### src/rtl/counter_pkg.sv
// Shared definitions for the multimode counter: mode encodings and the
// Gray/seed helper functions used by the top and the next-state logic.
package counter_pkg;

  localparam int unsigned MODE_W   = 3;
  localparam int unsigned MAX_FN_W = 32;

  localparam logic [MODE_W-1:0] MODE_UP      = 3'd0;
  localparam logic [MODE_W-1:0] MODE_DOWN    = 3'd1;
  localparam logic [MODE_W-1:0] MODE_GRAY    = 3'd2;
  localparam logic [MODE_W-1:0] MODE_RING    = 3'd3;
  localparam logic [MODE_W-1:0] MODE_JOHNSON = 3'd4;
  localparam logic [MODE_W-1:0] MODE_HOLD    = 3'd5;

  function automatic logic [MAX_FN_W-1:0] bin2gray(input logic [MAX_FN_W-1:0] x);
    return x ^ (x >> 1);
  endfunction

  // Ring starts with its LSB set so the single token has something to rotate.
  function automatic logic [MAX_FN_W-1:0] seed(input logic [MODE_W-1:0] mode,
                                               input int unsigned width);
    logic [MAX_FN_W-1:0] mask;
    mask = (width >= MAX_FN_W) ? '1 : ((MAX_FN_W'(1) << width) - MAX_FN_W'(1));
    return ((mode == MODE_RING) ? MAX_FN_W'(1) : MAX_FN_W'(0)) & mask;
  endfunction

endpackage

### src/rtl/cnt_next_state.sv
// Combinational count step and terminal-count decode for the multimode counter.
// Purely a function of the registered mode, binary state and output pattern.
module cnt_next_state
  import counter_pkg::*;
#(
  parameter int unsigned WIDTH   = 4,
  parameter int unsigned MAX_VAL = (2**WIDTH) - 1
) (
  input  logic [MODE_W-1:0] mode_q,
  input  logic [WIDTH-1:0]  bin,
  input  logic [WIDTH-1:0]  count,
  input  logic              en,
  output logic [WIDTH-1:0]  bin_nxt_c,
  output logic [WIDTH-1:0]  count_nxt_c,
  output logic              tc_c
);

  localparam logic [WIDTH-1:0] MAX_W = WIDTH'(MAX_VAL);
  localparam logic [WIDTH-1:0] JOHNSON_TC = {1'b1, {(WIDTH-1){1'b0}}};

  always_comb begin
    bin_nxt_c   = bin;
    count_nxt_c = count;
    tc_c        = 1'b0;
    case (mode_q)
      MODE_UP: begin
        bin_nxt_c   = (bin == MAX_W) ? '0 : bin + WIDTH'(1);
        count_nxt_c = bin_nxt_c;
        tc_c        = en && (bin == MAX_W);
      end
      MODE_DOWN: begin
        bin_nxt_c   = (bin == '0) ? MAX_W : bin - WIDTH'(1);
        count_nxt_c = bin_nxt_c;
        tc_c        = en && (bin == '0);
      end
      // Gray output is encoded from the next binary value so it never lags.
      MODE_GRAY: begin
        bin_nxt_c   = (bin == MAX_W) ? '0 : bin + WIDTH'(1);
        count_nxt_c = WIDTH'(bin2gray(MAX_FN_W'(bin_nxt_c)));
        tc_c        = en && (bin == MAX_W);
      end
      MODE_RING: begin
        count_nxt_c = {count[WIDTH-2:0], count[WIDTH-1]};
        bin_nxt_c   = count_nxt_c;
        tc_c        = en && count[WIDTH-1];
      end
      MODE_JOHNSON: begin
        count_nxt_c = {count[WIDTH-2:0], ~count[WIDTH-1]};
        bin_nxt_c   = count_nxt_c;
        tc_c        = en && (count == JOHNSON_TC);
      end
      default: begin
      end
    endcase
  end

endmodule

### src/rtl/multimode_counter.sv
// Multimode counter: up/down/Gray/ring/Johnson with modulo wrap, clear, load
// and terminal count. Holds the registers and the per-edge priority chain.
module multimode_counter
  import counter_pkg::*;
#(
  parameter int unsigned WIDTH   = 4,
  parameter int unsigned MAX_VAL = (2**WIDTH) - 1
) (
  input  logic              clk,
  input  logic              rst,
  input  logic              en,
  input  logic              clr,
  input  logic              le,
  input  logic [MODE_W-1:0] mode,
  input  logic [WIDTH-1:0]  din,
  output logic [WIDTH-1:0]  count,
  output logic [WIDTH-1:0]  bin,
  output logic              tc
);

  localparam logic [WIDTH-1:0] MAX_W = WIDTH'(MAX_VAL);

  logic [MODE_W-1:0] mode_q;
  logic [MODE_W-1:0] mode_d;
  logic [WIDTH-1:0]  count_d;
  logic [WIDTH-1:0]  bin_d;
  logic [WIDTH-1:0]  step_bin_c;
  logic [WIDTH-1:0]  step_count_c;
  logic [WIDTH-1:0]  din_clamp_c;

  cnt_next_state #(
    .WIDTH   (WIDTH),
    .MAX_VAL (MAX_VAL)
  ) u_next (
    .mode_q      (mode_q),
    .bin         (bin),
    .count       (count),
    .en          (en),
    .bin_nxt_c   (step_bin_c),
    .count_nxt_c (step_count_c),
    .tc_c        (tc)
  );

  assign din_clamp_c = (din > MAX_W) ? MAX_W : din;

  // Priority: mode change > clr > le > en > hold.
  always_comb begin
    mode_d  = mode_q;
    count_d = count;
    bin_d   = bin;
    if (mode != mode_q) begin
      mode_d  = mode;
      count_d = WIDTH'(seed(mode, WIDTH));
      bin_d   = count_d;
    end else if (clr) begin
      count_d = WIDTH'(seed(mode_q, WIDTH));
      bin_d   = count_d;
    end else if (le && (mode_q < MODE_HOLD)) begin
      case (mode_q)
        MODE_RING: begin
          count_d = (din == '0) ? WIDTH'(1) : din;
          bin_d   = count_d;
        end
        MODE_JOHNSON: begin
          count_d = din;
          bin_d   = din;
        end
        MODE_GRAY: begin
          bin_d   = din_clamp_c;
          count_d = WIDTH'(bin2gray(MAX_FN_W'(din_clamp_c)));
        end
        default: begin
          bin_d   = din_clamp_c;
          count_d = din_clamp_c;
        end
      endcase
    end else if (en) begin
      count_d = step_count_c;
      bin_d   = step_bin_c;
    end
  end

  always_ff @(posedge clk or posedge rst) begin
    if (rst) begin
      mode_q <= MODE_UP;
      count  <= '0;
      bin    <= '0;
    end else begin
      mode_q <= mode_d;
      count  <= count_d;
      bin    <= bin_d;
    end
  end

endmodule

### config.mk
export PLATFORM = sky130hd
export DESIGN_NAME = multimode_counter
export DESIGN_NICKNAME = d
export VERILOG_FILES = /design/src/rtl/counter_pkg.sv /design/src/rtl/cnt_next_state.sv /design/src/rtl/multimode_counter.sv
export SDC_FILE = /design/constraint.sdc
export NUM_CORES = 1
export LEC_CHECK = 0
export CAP_MARGIN = 20
export CORE_MARGIN = 3
export CORE_UTILIZATION = 53
export DETAILED_ROUTE_END_ITERATION = 10
export PLACE_DENSITY = 0.81
export SYNTH_ARGS = -nofsm -noshare
export SYNTH_HDL_FRONTEND = slang
export SYNTH_SLANG_ARGS = --single-unit
### constraint.sdc
create_clock -name clk -period 2.5 [get_ports clk]
set_input_delay 0.375 -clock clk [delete_from_list [all_inputs] [get_ports clk]]
set_output_delay 0.375 -clock clk [all_outputs]
set_load 0.05 [all_outputs]
==> flow_metrics.py <==
metrics = {
    "status": {
        "status": "completed",
    },
    "power": {
        "ir_drop_mv": 0.393,
        "p_leak_nw": 0.657,
        "powerDensity_nw_per_um2": 344,
    },
    "clock_tree": {
        "clock_path_buffers": 2,
        "insertion_delay_ps": 270,
        "cts_root_buf": "clkbuf_4",
        "numCtsBuffers": 3,
        "clock-sinks": 11,
        "postCtsHoldBufs": 0,
        "cts_htree_levels": 1,
        "cts_tree": "done",
        "cts.clk_slew.worst_paths_ps": 70,
    },
    "worst_setup_path": {
        "crit_required_ps": 2120,
        "worst-path-max-fanout": 7,
        "r2r_start": "mode_q[2]",
        "cp-start-kind": "register",
        "r2r-end": "bin[2]",
        "endpoint_kind": "primary output",
        "path_class": "reg -> out",
        "r2r_setup_slack_ps": 380,
        "worst_r2r_path_depth": 6,
        "crit_arrival_ps": 2040,
    },
    "synth": {
        "synth-seq-cells": 11,
        "ys_async_sr_fraction_pct": 100,
        "yosysSeqAreaShare_pct": 21.9,
        "ys_types": 48,
        "synth_edf_count": 0,
        "yosysTopAreaCell": "dfrtp_1",
        "synth_nets": 186,
        "yosysWarnings": 0,
        "synth_area_sq_um": 1260,
        "synth-main-ff-cell": "dfrtp_1",
        "synthCells": 170,
        "synthTopCellsByArea": "dfrtp_1 (22%), a21oi_1 (8.0%), o21ai_0 (4.4%), ha_1 (4.0%), xor2_1 (3.5%)",
        "synth_area_per_cell_sq_um": 7.40,
        "yosys.area.top_type_share_pct": 21.9,
    },
    "timing": {
        "fin_ws_ps": 82.7,
        "setup_viol": 0,
        "max_clock_freq_mhz": 414,
        "drv_slew": 0,
        "tightestPinTransition_ps": 626,
        "finalCriticalPeriod_ps": 2420,
        "hold_violations": 0,
        "finalCritPeriodShare_pct": 96.7,
        "fin_setup_tns_ps": 0,
        "fin_skew_ps": 3.06,
        "relSlewSlack_pct": 58.3,
        "grt_setup_unrepaired": "false",
    },
    "flow_run": {
        "cap_violations": 0,
    },
    "placement": {
        "gp_congestion": 1.01,
        "placed_cell_area_sq_um": 1480,
        "place.detailed.hpwl_um": 2810,
        "io_buffers": 20,
        "preCtsSetupSlack_ps": 273,
    },
    "drt": {
        "wl_met3_um": 383,
        "drtPass1Iterations": 4,
        "vias_per_cell": 6.69,
        "drc": 0,
        "met2_length_um": 1790,
        "top_layer": "met4",
        "drt-wirelength-per-cell_um": 17.7,
        "drt_iter0_markers": 113,
        "final_antenna_net_count": 0,
        "drt-total-wl_um": 3830,
        "vias": 1445,
        "met1Wirelength_um": 1490,
    },
    "cells_and_area": {
        "final_cell_area_sq_um": 1550,
        "area_growth_pct": 22.8,
        "n_antenna_cell": 0,
        "final_nets": 205,
        "ff_latch_area_sq_um": 278,
        "layout_common_cells": "a21oi_1 (20), clkdlybuf4s50_1 (19), o21ai_0 (11)",
        "layout_commonest_cell": "a21oi_1",
        "drive_gt1_share_pct": 13.3,
        "multi_input_area_sq_um": 887,
        "n_fill_cell": 185,
    },
    "worst_hold_path": {
        "min_path_type": "in -> async",
    },
    "grt": {
        "grt_max_degree": 20,
        "grt_overflow": 0,
        "grt_first_pass_wirelength_um": 6290,
        "grt_usage_pct": 29.2,
        "antenna_found_initial": 0,
        "grt_pass1_vias": 1340,
    },
    "die": {
        "die_w_um": 54.7,
        "die_area_sq_um": 3000,
        "fp-row-count": 17,
        "start_util_pct": 56.4,
        "ios": 21,
        "core_area_sq_um": 2230,
        "die_h_um": 54.7,
    },
}
worst max path at each step:
stage          endpoint  startpoint  slack, ps  depth (start not counted)
4_1_cts              tc      bin[1]         20                          8
5_1_grt              tc      bin[0]        0.6                          8
3_5_place_dp   count[3]     mode[0]        270                          5
2_1_floorplan        tc      bin[0]         50                          8
3_3_place_gp         tc      bin[0]        330                          8
6_report             tc      bin[0]         80                          8
cell type report:
type / count / area share (%)
multi-input combinational: 134 / 57.4
timing repair buffer: 30 / 18.5
sequential: 11 / 18.0
tap: 28 / 2.27
inverter: 9 / 2.19
clock buffer: 4 / 1.70
what timing repair did:
| action | in CTS | in global routing |
|---|---|---|
| setup buffers | 0 | 4 |
| resized for setup | 1 | 5 |
| cloned | 0 | 0 |
| pin swaps | 0 | 1 |
| setup endpoints to repair | 1 | 1 |
worst max-delay path, stage by stage, from the launching register on:
cell and delay (ps):
dfrtp_2 460, inv_2 80, ha_2 200, or3b_4 400, nor2_1 90, a21oi_1 50
o22ai_1 190, and2_4 180, buf_12 130
routing by layer:
metal | up-vias | track usage (%)
li1 | 662 | -
met1 | 660 | 38.2
met2 | 103 | 45.9
met3 | 20 | 4.36
met4 | 0 | 14.9
met5 | - | 0
synthesized netlist by cell type, types with 2 or more instances:
cell      instances
a21oi_1          20
dfrtp_1          11
o21ai_0          11
inv_1             9
nand2_1           9
buf_2             8
clkbuf_1          8
nor2_1            8
nand3_1           6
nand2b_1          5
nor2b_1           5
xor2_1            5
a21boi_0          4
a21o_1            4
ha_1              4
o31ai_1           4
a22oi_1           3
a31oi_1           3
nor3_1            3
o21bai_1          3
o22ai_1           3
and3_1            2
mux2i_1           2
nand3b_1          2
nor3b_1           2
o21ai_1           2
or3b_1            2
xnor2_1           2
sequential cells by signal, summed over array words and instances, names as in the netlist:
register  count
bin           4
count         4
mode_q        3
where the power goes:
group	switching [mW]	total, mW	internal, mW
Clock	0.0598	0.122	0.0619
Combinational	0.112	0.204	0.0920
Sequential	0.0219	0.206	0.185
Total	0.193	0.532	0.338
metrics by stage:
step                total power [mW]  util [%]  cells  hold slack, ps
floorplan                      0.333         -    170             227
global placement               0.395      66.3    208             605
detailed placement             0.400      66.3    208             608
CTS                            0.524      67.5    212             399
global route                   0.565      69.2    216             419
finish                         0.532      69.2    216             390
kinds of logic after synthesis:
group	share of synthesized area (%)
AO/OA/AOI/OAI	37.1
XOR/XNOR	4.87
adder cells (fa/ha/maj)	3.98
buffers and inverters	8.25
flip-flops	21.9
multiplexers	1.59
AND/OR/NAND/NOR	22.4
(Power assumes the default switching activity.)
